===== src/rtl/ri_pkg.sv =====
// Shared types and encoding helpers for the R-type instruction encoder.
package ri_pkg;

  typedef enum logic [4:0] {
    RopAdd     = 5'd0,
    RopAddu    = 5'd1,
    RopSub     = 5'd2,
    RopSubu    = 5'd3,
    RopAnd     = 5'd4,
    RopOr      = 5'd5,
    RopXor     = 5'd6,
    RopNor     = 5'd7,
    RopSlt     = 5'd8,
    RopSltu    = 5'd9,
    RopMult    = 5'd10,
    RopMultu   = 5'd11,
    RopMfhi    = 5'd12,
    RopMflo    = 5'd13,
    RopSll     = 5'd14,
    RopSrl     = 5'd15,
    RopSra     = 5'd16,
    RopNop     = 5'd17,
    RopGpioOut = 5'd18,
    RopGpioIn  = 5'd19,
    RopMulLo   = 5'd20
  } rop_e;

  typedef enum logic {
    StIdle,
    StMacro2
  } state_e;

  localparam logic [5:0] F_ADD   = 6'b100000;
  localparam logic [5:0] F_ADDU  = 6'b100001;
  localparam logic [5:0] F_SUB   = 6'b100010;
  localparam logic [5:0] F_SUBU  = 6'b100011;
  localparam logic [5:0] F_AND   = 6'b100100;
  localparam logic [5:0] F_OR    = 6'b100101;
  localparam logic [5:0] F_XOR   = 6'b100110;
  localparam logic [5:0] F_NOR   = 6'b100111;
  localparam logic [5:0] F_SLT   = 6'b101010;
  localparam logic [5:0] F_SLTU  = 6'b101011;
  localparam logic [5:0] F_MULT  = 6'b011000;
  localparam logic [5:0] F_MULTU = 6'b011001;
  localparam logic [5:0] F_MFHI  = 6'b010000;
  localparam logic [5:0] F_MFLO  = 6'b010010;
  localparam logic [5:0] F_SLL   = 6'b000000;
  localparam logic [5:0] F_SRL   = 6'b000010;
  localparam logic [5:0] F_SRA   = 6'b000011;

  function automatic logic [31:0] encode_rtype(input logic [4:0] rs, input logic [4:0] rt,
                                               input logic [4:0] rd, input logic [4:0] shamt,
                                               input logic [5:0] funct);
    return {6'b000000, rs, rt, rd, shamt, funct};
  endfunction

endpackage


===== src/rtl/rtype_fifo.sv =====
// Synchronous FIFO with wrap-bit pointers; read data holds the last shown word while empty.
module rtype_fifo #(
  parameter int unsigned WIDTH = 32,
  parameter int unsigned DEPTH = 4
) (
  input  logic             i_clk,
  input  logic             i_rst_n,
  input  logic             i_flush,
  input  logic             i_push,
  input  logic [WIDTH-1:0] i_wdata,
  input  logic             i_pop,
  output logic [WIDTH-1:0] o_rdata,
  output logic             o_full,
  output logic             o_empty
);

  localparam int unsigned AW = $clog2(DEPTH);
  localparam logic [AW:0] PtrOne = {{AW{1'b0}}, 1'b1};

  logic [AW:0]      r_wr_ptr;
  logic [AW:0]      r_rd_ptr;
  logic [WIDTH-1:0] r_mem [DEPTH];
  logic [WIDTH-1:0] r_last;
  logic [WIDTH-1:0] w_head;
  logic             w_do_push;
  logic             w_do_pop;

  assign o_empty = (r_wr_ptr == r_rd_ptr);
  assign o_full  = (r_wr_ptr[AW] != r_rd_ptr[AW]) &&
                   (r_wr_ptr[AW-1:0] == r_rd_ptr[AW-1:0]);
  assign w_head  = r_mem[r_rd_ptr[AW-1:0]];
  assign o_rdata = o_empty ? r_last : w_head;

  // A full FIFO refuses a push even if the head leaves this same cycle.
  assign w_do_push = i_push && !o_full && !i_flush;
  assign w_do_pop  = i_pop && !o_empty && !i_flush;

  always_ff @(posedge i_clk) begin
    if (w_do_push) begin
      r_mem[r_wr_ptr[AW-1:0]] <= i_wdata;
    end
  end

  always_ff @(posedge i_clk or negedge i_rst_n) begin
    if (!i_rst_n) begin
      r_wr_ptr <= '0;
      r_rd_ptr <= '0;
      r_last   <= '0;
    end else if (i_flush) begin
      r_wr_ptr <= '0;
      r_rd_ptr <= '0;
      r_last   <= o_rdata;
    end else begin
      if (w_do_push) begin
        r_wr_ptr <= r_wr_ptr + PtrOne;
      end
      if (w_do_pop) begin
        r_rd_ptr <= r_rd_ptr + PtrOne;
        r_last   <= w_head;
      end
    end
  end

endmodule


===== src/rtl/rtype_instr_encoder.sv =====
// Encodes R-type command tuples into MIPS words and streams them through a small FIFO.
module rtype_instr_encoder
  import ri_pkg::*;
#(
  parameter int unsigned FIFO_DEPTH = 4,
  parameter int unsigned CNT_W      = 16
) (
  input  logic             i_clk,
  input  logic             i_rst_n,
  input  logic             i_flush,
  input  logic             i_cmd_valid,
  output logic             o_cmd_ready,
  input  logic [4:0]       i_cmd_op,
  input  logic [4:0]       i_cmd_rd,
  input  logic [4:0]       i_cmd_rs,
  input  logic [4:0]       i_cmd_rt,
  input  logic [4:0]       i_cmd_shamt,
  output logic             o_instr_valid,
  input  logic             i_instr_ready,
  output logic [31:0]      o_instr_data,
  output logic             o_cmd_err,
  output logic [CNT_W-1:0] o_word_count
);

  state_e           r_state;
  state_e           w_state_nxt;
  logic             r_alive;
  logic [4:0]       r_mac_rd;
  logic             r_err;
  logic [CNT_W-1:0] r_count;

  logic        w_full;
  logic        w_empty;
  logic        w_push;
  logic        w_pop;
  logic        w_accept;
  logic        w_illegal;
  logic        w_macro;
  logic        w_err_nxt;
  logic [31:0] w_word;
  logic [31:0] w_wdata;

  always_comb begin
    w_word    = '0;
    w_illegal = 1'b0;
    w_macro   = 1'b0;
    case (i_cmd_op)
      RopAdd:   w_word = encode_rtype(i_cmd_rs, i_cmd_rt, i_cmd_rd, 5'd0, F_ADD);
      RopAddu:  w_word = encode_rtype(i_cmd_rs, i_cmd_rt, i_cmd_rd, 5'd0, F_ADDU);
      RopSub:   w_word = encode_rtype(i_cmd_rs, i_cmd_rt, i_cmd_rd, 5'd0, F_SUB);
      RopSubu:  w_word = encode_rtype(i_cmd_rs, i_cmd_rt, i_cmd_rd, 5'd0, F_SUBU);
      RopAnd:   w_word = encode_rtype(i_cmd_rs, i_cmd_rt, i_cmd_rd, 5'd0, F_AND);
      RopOr:    w_word = encode_rtype(i_cmd_rs, i_cmd_rt, i_cmd_rd, 5'd0, F_OR);
      RopXor:   w_word = encode_rtype(i_cmd_rs, i_cmd_rt, i_cmd_rd, 5'd0, F_XOR);
      RopNor:   w_word = encode_rtype(i_cmd_rs, i_cmd_rt, i_cmd_rd, 5'd0, F_NOR);
      RopSlt:   w_word = encode_rtype(i_cmd_rs, i_cmd_rt, i_cmd_rd, 5'd0, F_SLT);
      RopSltu:  w_word = encode_rtype(i_cmd_rs, i_cmd_rt, i_cmd_rd, 5'd0, F_SLTU);
      RopMult:  w_word = encode_rtype(i_cmd_rs, i_cmd_rt, 5'd0, 5'd0, F_MULT);
      RopMultu: w_word = encode_rtype(i_cmd_rs, i_cmd_rt, 5'd0, 5'd0, F_MULTU);
      RopMfhi:  w_word = encode_rtype(5'd0, 5'd0, i_cmd_rd, 5'd0, F_MFHI);
      RopMflo:  w_word = encode_rtype(5'd0, 5'd0, i_cmd_rd, 5'd0, F_MFLO);
      RopSll: begin
        w_word    = encode_rtype(5'd0, i_cmd_rt, i_cmd_rd, i_cmd_shamt, F_SLL);
        w_illegal = (i_cmd_rd == 5'd0) && (i_cmd_shamt == 5'd0);
      end
      // Zero shift on SRL/SRA is reserved for the GPIO pseudo-ops.
      RopSrl: begin
        w_word    = encode_rtype(5'd0, i_cmd_rt, i_cmd_rd, i_cmd_shamt, F_SRL);
        w_illegal = (i_cmd_shamt == 5'd0);
      end
      RopSra: begin
        w_word    = encode_rtype(5'd0, i_cmd_rt, i_cmd_rd, i_cmd_shamt, F_SRA);
        w_illegal = (i_cmd_shamt == 5'd0);
      end
      RopNop:     w_word = '0;
      RopGpioOut: w_word = encode_rtype(5'd0, i_cmd_rt, 5'd0, 5'd0, F_SRL);
      RopGpioIn:  w_word = encode_rtype(5'd0, 5'd0, i_cmd_rd, 5'd0, F_SRA);
      RopMulLo: begin
        w_word  = encode_rtype(i_cmd_rs, i_cmd_rt, 5'd0, 5'd0, F_MULT);
        w_macro = 1'b1;
      end
      default: w_illegal = 1'b1;
    endcase
  end

  assign o_cmd_ready = r_alive && (r_state == StIdle) && !w_full;
  assign w_accept    = i_cmd_valid && o_cmd_ready && !i_flush;

  always_comb begin
    w_state_nxt = r_state;
    w_push      = 1'b0;
    w_wdata     = w_word;
    w_err_nxt   = 1'b0;
    case (r_state)
      StIdle: begin
        if (w_accept) begin
          if (w_illegal) begin
            w_err_nxt = 1'b1;
          end else begin
            w_push = 1'b1;
            if (w_macro) begin
              w_state_nxt = StMacro2;
            end
          end
        end
      end
      StMacro2: begin
        w_wdata = encode_rtype(5'd0, 5'd0, r_mac_rd, 5'd0, F_MFLO);
        if (!w_full) begin
          w_push      = 1'b1;
          w_state_nxt = StIdle;
        end
      end
      default: w_state_nxt = StIdle;
    endcase
    if (i_flush) begin
      w_state_nxt = StIdle;
      w_push      = 1'b0;
      w_err_nxt   = 1'b0;
    end
  end

  assign w_pop = i_instr_ready && !w_empty;

  rtype_fifo #(
    .WIDTH(32),
    .DEPTH(FIFO_DEPTH)
  ) u_fifo (
    .i_clk   (i_clk),
    .i_rst_n (i_rst_n),
    .i_flush (i_flush),
    .i_push  (w_push),
    .i_wdata (w_wdata),
    .i_pop   (w_pop),
    .o_rdata (o_instr_data),
    .o_full  (w_full),
    .o_empty (w_empty)
  );

  assign o_instr_valid = !w_empty;
  assign o_cmd_err     = r_err;
  assign o_word_count  = r_count;

  always_ff @(posedge i_clk or negedge i_rst_n) begin
    if (!i_rst_n) begin
      r_state  <= StIdle;
      r_alive  <= 1'b0;
      r_mac_rd <= '0;
      r_err    <= 1'b0;
      r_count  <= '0;
    end else begin
      r_alive <= 1'b1;
      r_state <= w_state_nxt;
      r_err   <= w_err_nxt;
      if (w_accept && w_macro) begin
        r_mac_rd <= i_cmd_rd;
      end
      if (i_flush) begin
        r_count <= '0;
      end else if (w_push) begin
        r_count <= r_count + CNT_W'(1);
      end
    end
  end

endmodule


===== config.mk =====
export PLATFORM = sky130hd
export DESIGN_NAME = rtype_instr_encoder
export DESIGN_NICKNAME = d
export VERILOG_FILES = /design/src/rtl/ri_pkg.sv /design/src/rtl/rtype_fifo.sv /design/src/rtl/rtype_instr_encoder.sv
export SDC_FILE = /design/constraint.sdc
export NUM_CORES = 1
export LEC_CHECK = 0
export ABC_CLOCK_PERIOD_IN_PS = 4280
export CORE_MARGIN = 3
export CORE_UTILIZATION = 55
export DETAILED_ROUTE_END_ITERATION = 6
export HOLD_SLACK_MARGIN = 0.08
export PLACE_DENSITY = 0.78
export REMOVE_ABC_BUFFERS = 1
export SLEW_MARGIN = 20
export SYNTH_ARGS = -nofsm -noshare
export SYNTH_HDL_FRONTEND = slang
export SYNTH_SLANG_ARGS = --single-unit

===== constraint.sdc =====
create_clock -name i_clk -period 4.28 [get_ports i_clk]
set_input_delay 0.642 -clock i_clk [delete_from_list [all_inputs] [get_ports i_clk]]
set_output_delay 0.642 -clock i_clk [all_outputs]
set_load 0.02 [all_outputs]

==> impl_metrics.csv, run 1 <==
group,metric,value,unit
cts,cts_sinks,166,
cts,h-tree-depth,4,
placed_design,detailed_place_hpwl,9960,µm
timing,min_period,3.45,ns
layout,fillers,862,
placed_design,gp_congestion,0.810,
layout,final_area,8920,µm²
flow_run,drv_cap,0,
die,rows,41,
cts,cts.clk_slew.worst_paths,0.06,ns
cts,postCtsSetupBuffers,0,
setup_path,cp_cell_sequence,"buf_4 > mux4_2 > mux2_2 > clkdlybuf4s50_1",
global_route,grt_max_degree,41,
power,leakage,3.22,nW
synthesis,synthArstFlopShare,37.3,%
global_route,grt_pass1_vias,4680,
die,dieArea,14600,µm²
timing,setup_viol,0,
synthesis,avgSynthCellArea,15.4,µm²
route,vias,4353,
route,finalWirelength,15000,µm
power,ir_drop,0.000277,V
power,total_power,4.59,mW
cts,cts_tree,"yes",
route,vias_per_cell,5.84,
layout,area_delta_synth_final,23.3,%
layout,drive_gt1_share,22.3,%
die,start_util,56.8,%
die,die_y,121,µm
timing,rsz0062_at_grt,"no",
timing,hold_viol,0,
timing,finalCritPeriodShare,80.6,%
route,dr.pass1.iters,4,
synthesis,ys_warn_count,0,
timing,relSlewSlack,37.5,%
placed_design,dpl_cell_area,8240,µm²
global_route,grt_overflow,0,
synthesis,ys.flop_type,"edfxtp_1",
layout,n_antenna_cell,0,
global_route,grt_usage,22.4,%
power,p_per_area,514,nW/µm²
worst_hold_path,hold_class,"primary input to asynchronous set/reset pin",
setup_path,cp.required,3.64,ns
setup_path,cp_slowest_stage_delay,0.69,ns
cts,numCtsBuffers,17,
synthesis,netlist_instances,471,
setup_path,cp-start-kind,"flop",
cts,clk_latency,0.42,ns
global_route,antenna_found_initial,0,
timing,worst_slew_pin_slew,0.933,ns
synthesis,ys_ff_latch,166,
cts,cts_hold_buf,0,
layout,multi_input_area,2360,µm²
placed_design,io_buffers,80,
synthesis,synth_edf_count,104,
die,num_io_pins,81,
timing,clock.fmax,0.290,GHz
timing,fin_tns_setup,0,ns
setup_path,cp_slowest_cell,"dfrtp_2",
setup_path,worstSetupPathType,"flop to output pin",
route,wl_per_cell,20.1,µm
synthesis,syn_area,7230,µm²
timing,final.setup_skew,0.00813,ns
placed_design,dp_cells,713,
layout,stdcell_count,745,
route,drtIter0Drc,256,
route,drc_errors,0,
setup_path,endpoint_kind,"output pin",
run_status,status,"finished clean",
synthesis,yosysSeqAreaShare,64.6,%
timing,drv_slew,0,
setup_path,critPathTopFamily,"buffers and inverters",
die,core,12700,µm²
die,die_x,121,µm
layout,ff_latch_area,4680,µm²
synthesis,ys_types,53,
global_route,grt_pass1_wl,24800,µm
layout,nets,596,
setup_path,cp_num_buf_inv,2,
cts,post_cts_resized,0,
cts,cts_buffer_depth,2,
setup_path,crit_arrival,2.81,ns
route,ant_nets,0,
cts,cts_root_buf,"clkbuf_16",
setup_path,worstPathMaxFanout,14,
state kept, by name, summed over array words and instances (netlist names), 3 cells and up:
signal	flops
r_mac_rd	5
u_fifo.r_mem	104
u_fifo.r_rd_ptr	3
o_word_count	16
u_fifo.r_last	32
u_fifo.r_wr_ptr	3
per-layer routing:
layer,global-route usage [%],vias to the layer above,part of all wire (%)
met5,0,-,0
met1,28.8,2224,41
met3,4.40,26,4.5
met4,10.4,0,2.4
met2,36.9,126,52
li1,-,1977,-
report_power, final:
part	internal, mW	switching [mW]
logic	0.523	0.443
registers	1.85	0.0714
clock network	1.11	0.591
total	3.48	1.11
layout make-up:
cell class,instances,area share [%]
flip-flops and latches,166,52.4
inverters,16,0.673
repair buffers,96,10.4
clock inverters,12,2.54
clock buffers,20,5.01
multi-input cells,263,26.5
well taps,172,2.41
cell usage in the layout, fill, tap and decap left out, types with 8 or more instances in the layout:
master / instances
a21oi_1: 22
and2_1: 14
buf_4: 15
clkbuf_16: 17
clkdlybuf4s50_1: 79
dfrtp_1: 61
edfxtp_1: 104
inv_1: 16
mux2_1: 9
mux2_2: 48
mux4_2: 26
nand2_1: 12
nor2_1: 30
o21ai_0: 8
or3_1: 10
or4_1: 8
cells by family after synthesis:
family | after synthesis | share of synthesized area, %
DFF | 166 | 64.6
and+or+nand+nor | 105 | 7.99
muxes | 85 | 17.2
AOI/OAI and AO/OA | 58 | 5.23
buffers and inverters | 42 | 2.73
xor gates and xnor gates | 8 | 1.07
adders and majority gates | 6 | 1.04
other | 1 | 0.0519
final timing paths:
| check | startpoint | to | slack, ns | cells past startpoint |
|---|---|---|---|---|
| worst max-delay path | u_fifo.r_rd_ptr[0]$_DFFE_PN0P_ | o_instr_data[20] | 0.83 | 4 |
| worst min-delay path | i_rst_n | u_fifo.r_last[30]$_DFFE_PN0P_ | 0.36 | 1 |
| worst max register to register | u_fifo.r_rd_ptr[0]$_DFFE_PN0P_ | u_fifo.r_mem[1][21]$_DFFE_PP_ | 1.29 | 8 |
| worst min register to register | u_fifo.r_last[1]$_DFFE_PN0P_ | u_fifo.r_last[1]$_DFFE_PN0P_ | 0.48 | 1 |
| max in group asynchronous | i_rst_n | u_fifo.r_last[26]$_DFFE_PN0P_ | 3.00 | 2 |
| min in group i_clk | u_fifo.r_last[1]$_DFFE_PN0P_ | u_fifo.r_last[1]$_DFFE_PN0P_ | 0.48 | 1 |
stage by stage:
step	utilization, %	setup WS [ns]	hold slack [ns]
2_1_floorplan	-	-0.240	0.346
3_3_place_gp	64.8	0.683	0.463
3_5_place_dp	64.8	0.538	0.475
4_1_cts	70.1	0.764	0.378
5_1_grt	70.1	0.672	0.416
6_report	70.1	0.832	0.365
Yosys cell counts, types with 8 or more instances:
master | instances | area, µm²
mux4_2 | 26 | 586
clkbuf_1 | 10 | 37.5
buf_2 | 8 | 40.0
dfrtp_1 | 62 | 1550
inv_1 | 16 | 60.1
nand2_1 | 12 | 45.0
a21oi_1 | 22 | 110
mux2_2 | 48 | 541
or3_1 | 10 | 62.6
nor2_1 | 30 | 113
or4_1 | 8 | 60.1
o21ai_0 | 8 | 40.0
mux2_1 | 9 | 101
edfxtp_1 | 104 | 3120
and2_1 | 14 | 87.6
Power figures use the tool's default switching activity.
==> inputs of run 2 (changes only) <==
--- a/config.mk
+++ b/config.mk
@@ -5,12 +5,12 @@
 export SDC_FILE = /design/constraint.sdc
 export NUM_CORES = 1
 export LEC_CHECK = 0
-export ABC_CLOCK_PERIOD_IN_PS = 4280
+export ABC_CLOCK_PERIOD_IN_PS = 3000
 export CORE_MARGIN = 3
-export CORE_UTILIZATION = 55
+export CORE_UTILIZATION = 51
 export DETAILED_ROUTE_END_ITERATION = 6
 export HOLD_SLACK_MARGIN = 0.08
-export PLACE_DENSITY = 0.78
+export PLACE_DENSITY = 0.76
 export REMOVE_ABC_BUFFERS = 1
 export SLEW_MARGIN = 20
 export SYNTH_ARGS = -nofsm -noshare
==> constraint.sdc (replaced) <==
create_clock -name i_clk -period 3 [get_ports i_clk]
set_input_delay 0.45 -clock i_clk [delete_from_list [all_inputs] [get_ports i_clk]]
set_output_delay 0.45 -clock i_clk [all_outputs]
set_load 0.02 [all_outputs]
==> impl_metrics.csv, run 2 (synthesized netlist as in run 1, its figures left out) <==
group,metric,value,unit
worst_hold_path,hold_path_depth,1,
placed_design,io_buffers,80,
layout,stdcell_count,762,
die,start_util,53.3,%
flow_run,drv_cap,0,
setup_path,crit_start,"u_fifo.r_rd_ptr[0]$_DFFE_PN0P_",
layout,nets,609,
timing,finalCritPeriodShare,97.5,%
timing,worst_slew_pin_slew,0.776,ns
layout,drive_gt1_share,23.9,%
timing,setup_viol,0,
global_route,antenna_found_initial,0,
timing,drv_slew,0,
timing,fin_tns_setup,0,ns
route,wl_per_cell,19.5,µm
setup_path,reg2reg_from,"u_fifo.r_rd_ptr[0]$_DFFE_PN0P_",
layout,fillers,966,
power,total_power,6.22,mW
setup_path,r2r-end,"u_fifo.r_mem[3][8]$_DFFE_PP_",
layout,final_util,66.5,%
placed_design,dpl_cell_area,8400,µm²
worst_hold_path,hold_class,"flop to flop",
global_route,grt_usage,20.1,%
die,die_y,125,µm
setup_path,r2r_slack,0.67,ns
timing,final.setup_skew,0.00874,ns
layout,n_antenna_cell,0,
die,dieArea,15600,µm²
setup_path,cp-start-kind,"flop",
global_route,grt_overflow,0,
setup_path,cp.required,2.55,ns
layout,area_delta_synth_final,24.7,%
setup_path,ff2ff_path_depth,6,
route,finalWirelength,14900,µm
die,rows,42,
timing,min_period,2.92,ns
run_status,status,"finished clean",
cts,clk_latency,0.42,ns
route,drtIter0Drc,314,
cts,postCtsSetupBuffers,0,
die,core,13600,µm²
timing,clock.fmax,0.342,GHz
route,dr.pass1.iters,5,
timing,rsz0062_at_grt,"yes",
cts,cts.clk_slew.worst_paths,0.06,ns
cts,cts_root_buf,"clkbuf_16",
timing,hold_viol,0,
die,num_io_pins,81,
global_route,grt_pass1_vias,4751,
layout,mostFrequentLayoutCell,"edfxtp_1",
global_route,grt_pass1_wl,24500,µm
layout,largest_reg_flops,104,
layout,final_cell_mix,"edfxtp_1, clkdlybuf4s50_1, dfrtp_1",
timing,fin_ws,0.0757,ns
cts,cts_sinks,166,
placed_design,gp_congestion,0.848,
layout,final_area,9010,µm²
placed_design,dp_slack,0.0291,ns
placed_design,detailed_place_hpwl,9720,µm
worst_hold_path,holdPathEnd,"u_fifo.r_last[22]$_DFFE_PN0P_",
cts,numCtsBuffers,17,
setup_path,crit_arrival,2.47,ns
die,die_x,125,µm
placed_design,dp_cells,729,
route,vias_per_cell,5.72,
route,ant_nets,0,
setup_path,worstSetupPathType,"flop to output pin",
power,leakage,3.29,nW
power,ir_drop,0.000487,V
power,p_per_area,690,nW/µm²
cts,cts_buffer_depth,2,
setup_path,worstPathMaxFanout,19,
cts,h-tree-depth,4,
route,drc_errors,0,
cts,cts_tree,"yes",
global_route,grt_max_degree,35,
route,vias,4357,
timing,worst_hold_slack,0.479,ns
setup_path,endpoint_kind,"output pin",
worst_hold_path,min-delay-start,"u_fifo.r_last[22]$_DFFE_PN0P_",
timing,relSlewSlack,48.0,%
==> run 2: how the worst max path moves through the flow <==
stage | end | slack [ns] | cells after the start
2_1_floorplan | u_fifo.r_mem[3][0]$_DFFE_PP_ | -1.52 | 5
3_3_place_gp | u_fifo.r_mem[3][6]$_DFFE_PP_ | 0.12 | 7
3_5_place_dp | u_fifo.r_mem[3][7]$_DFFE_PP_ | 0.03 | 7
4_1_cts | o_instr_data[20] | 0.02 | 4
5_1_grt | o_instr_data[19] | -0.01 | 5
6_report | o_instr_data[5] | 0.08 | 4
==> run 2: layer usage <==
layer	up-vias	global-route usage [%]	share of wire, %
met4	0	9.50	2.7
met1	2217	24.7	42
met2	111	34.4	52
met3	29	4.26	3.6
li1	2000	-	-
met5	-	0	0
==> run 2: layout make-up <==
cell class	instances	area [µm²]	area share (%)
Clock buffer	25	507	5.62
Clock inverter	7	66.3	0.736
Inverter	16	60.1	0.666
Multi-Input combinational cell	263	2380	26.4
Sequential cell	166	4680	51.9
Tap cell	176	220	2.44
Timing Repair Buffer	109	1110	12.3
==> run 2: report_power, final <==
group          switching, mW  internal (mW)  total, mW  leakage [nW]
combinational          0.649          0.761       1.41          1.25
sequential            0.0896           2.63       2.72          1.76
clock                  0.835           1.26       2.09         0.287
==> run 2: what timing repair did <==
item                                   CTS  global route
hold buffers                             1             0
resized for setup                        2             5
setup endpoints to repair               10            16
endpoints found under the hold margin   21             0
pin swaps                                0             0
==> run 2: worst max-delay path: stages, from the launching register on <==
cell,delay (ns)
dfrtp_2,0.44
buf_12,0.22
mux4_2,0.52
mux2_2,0.31
clkdlybuf4s50_1,0.55
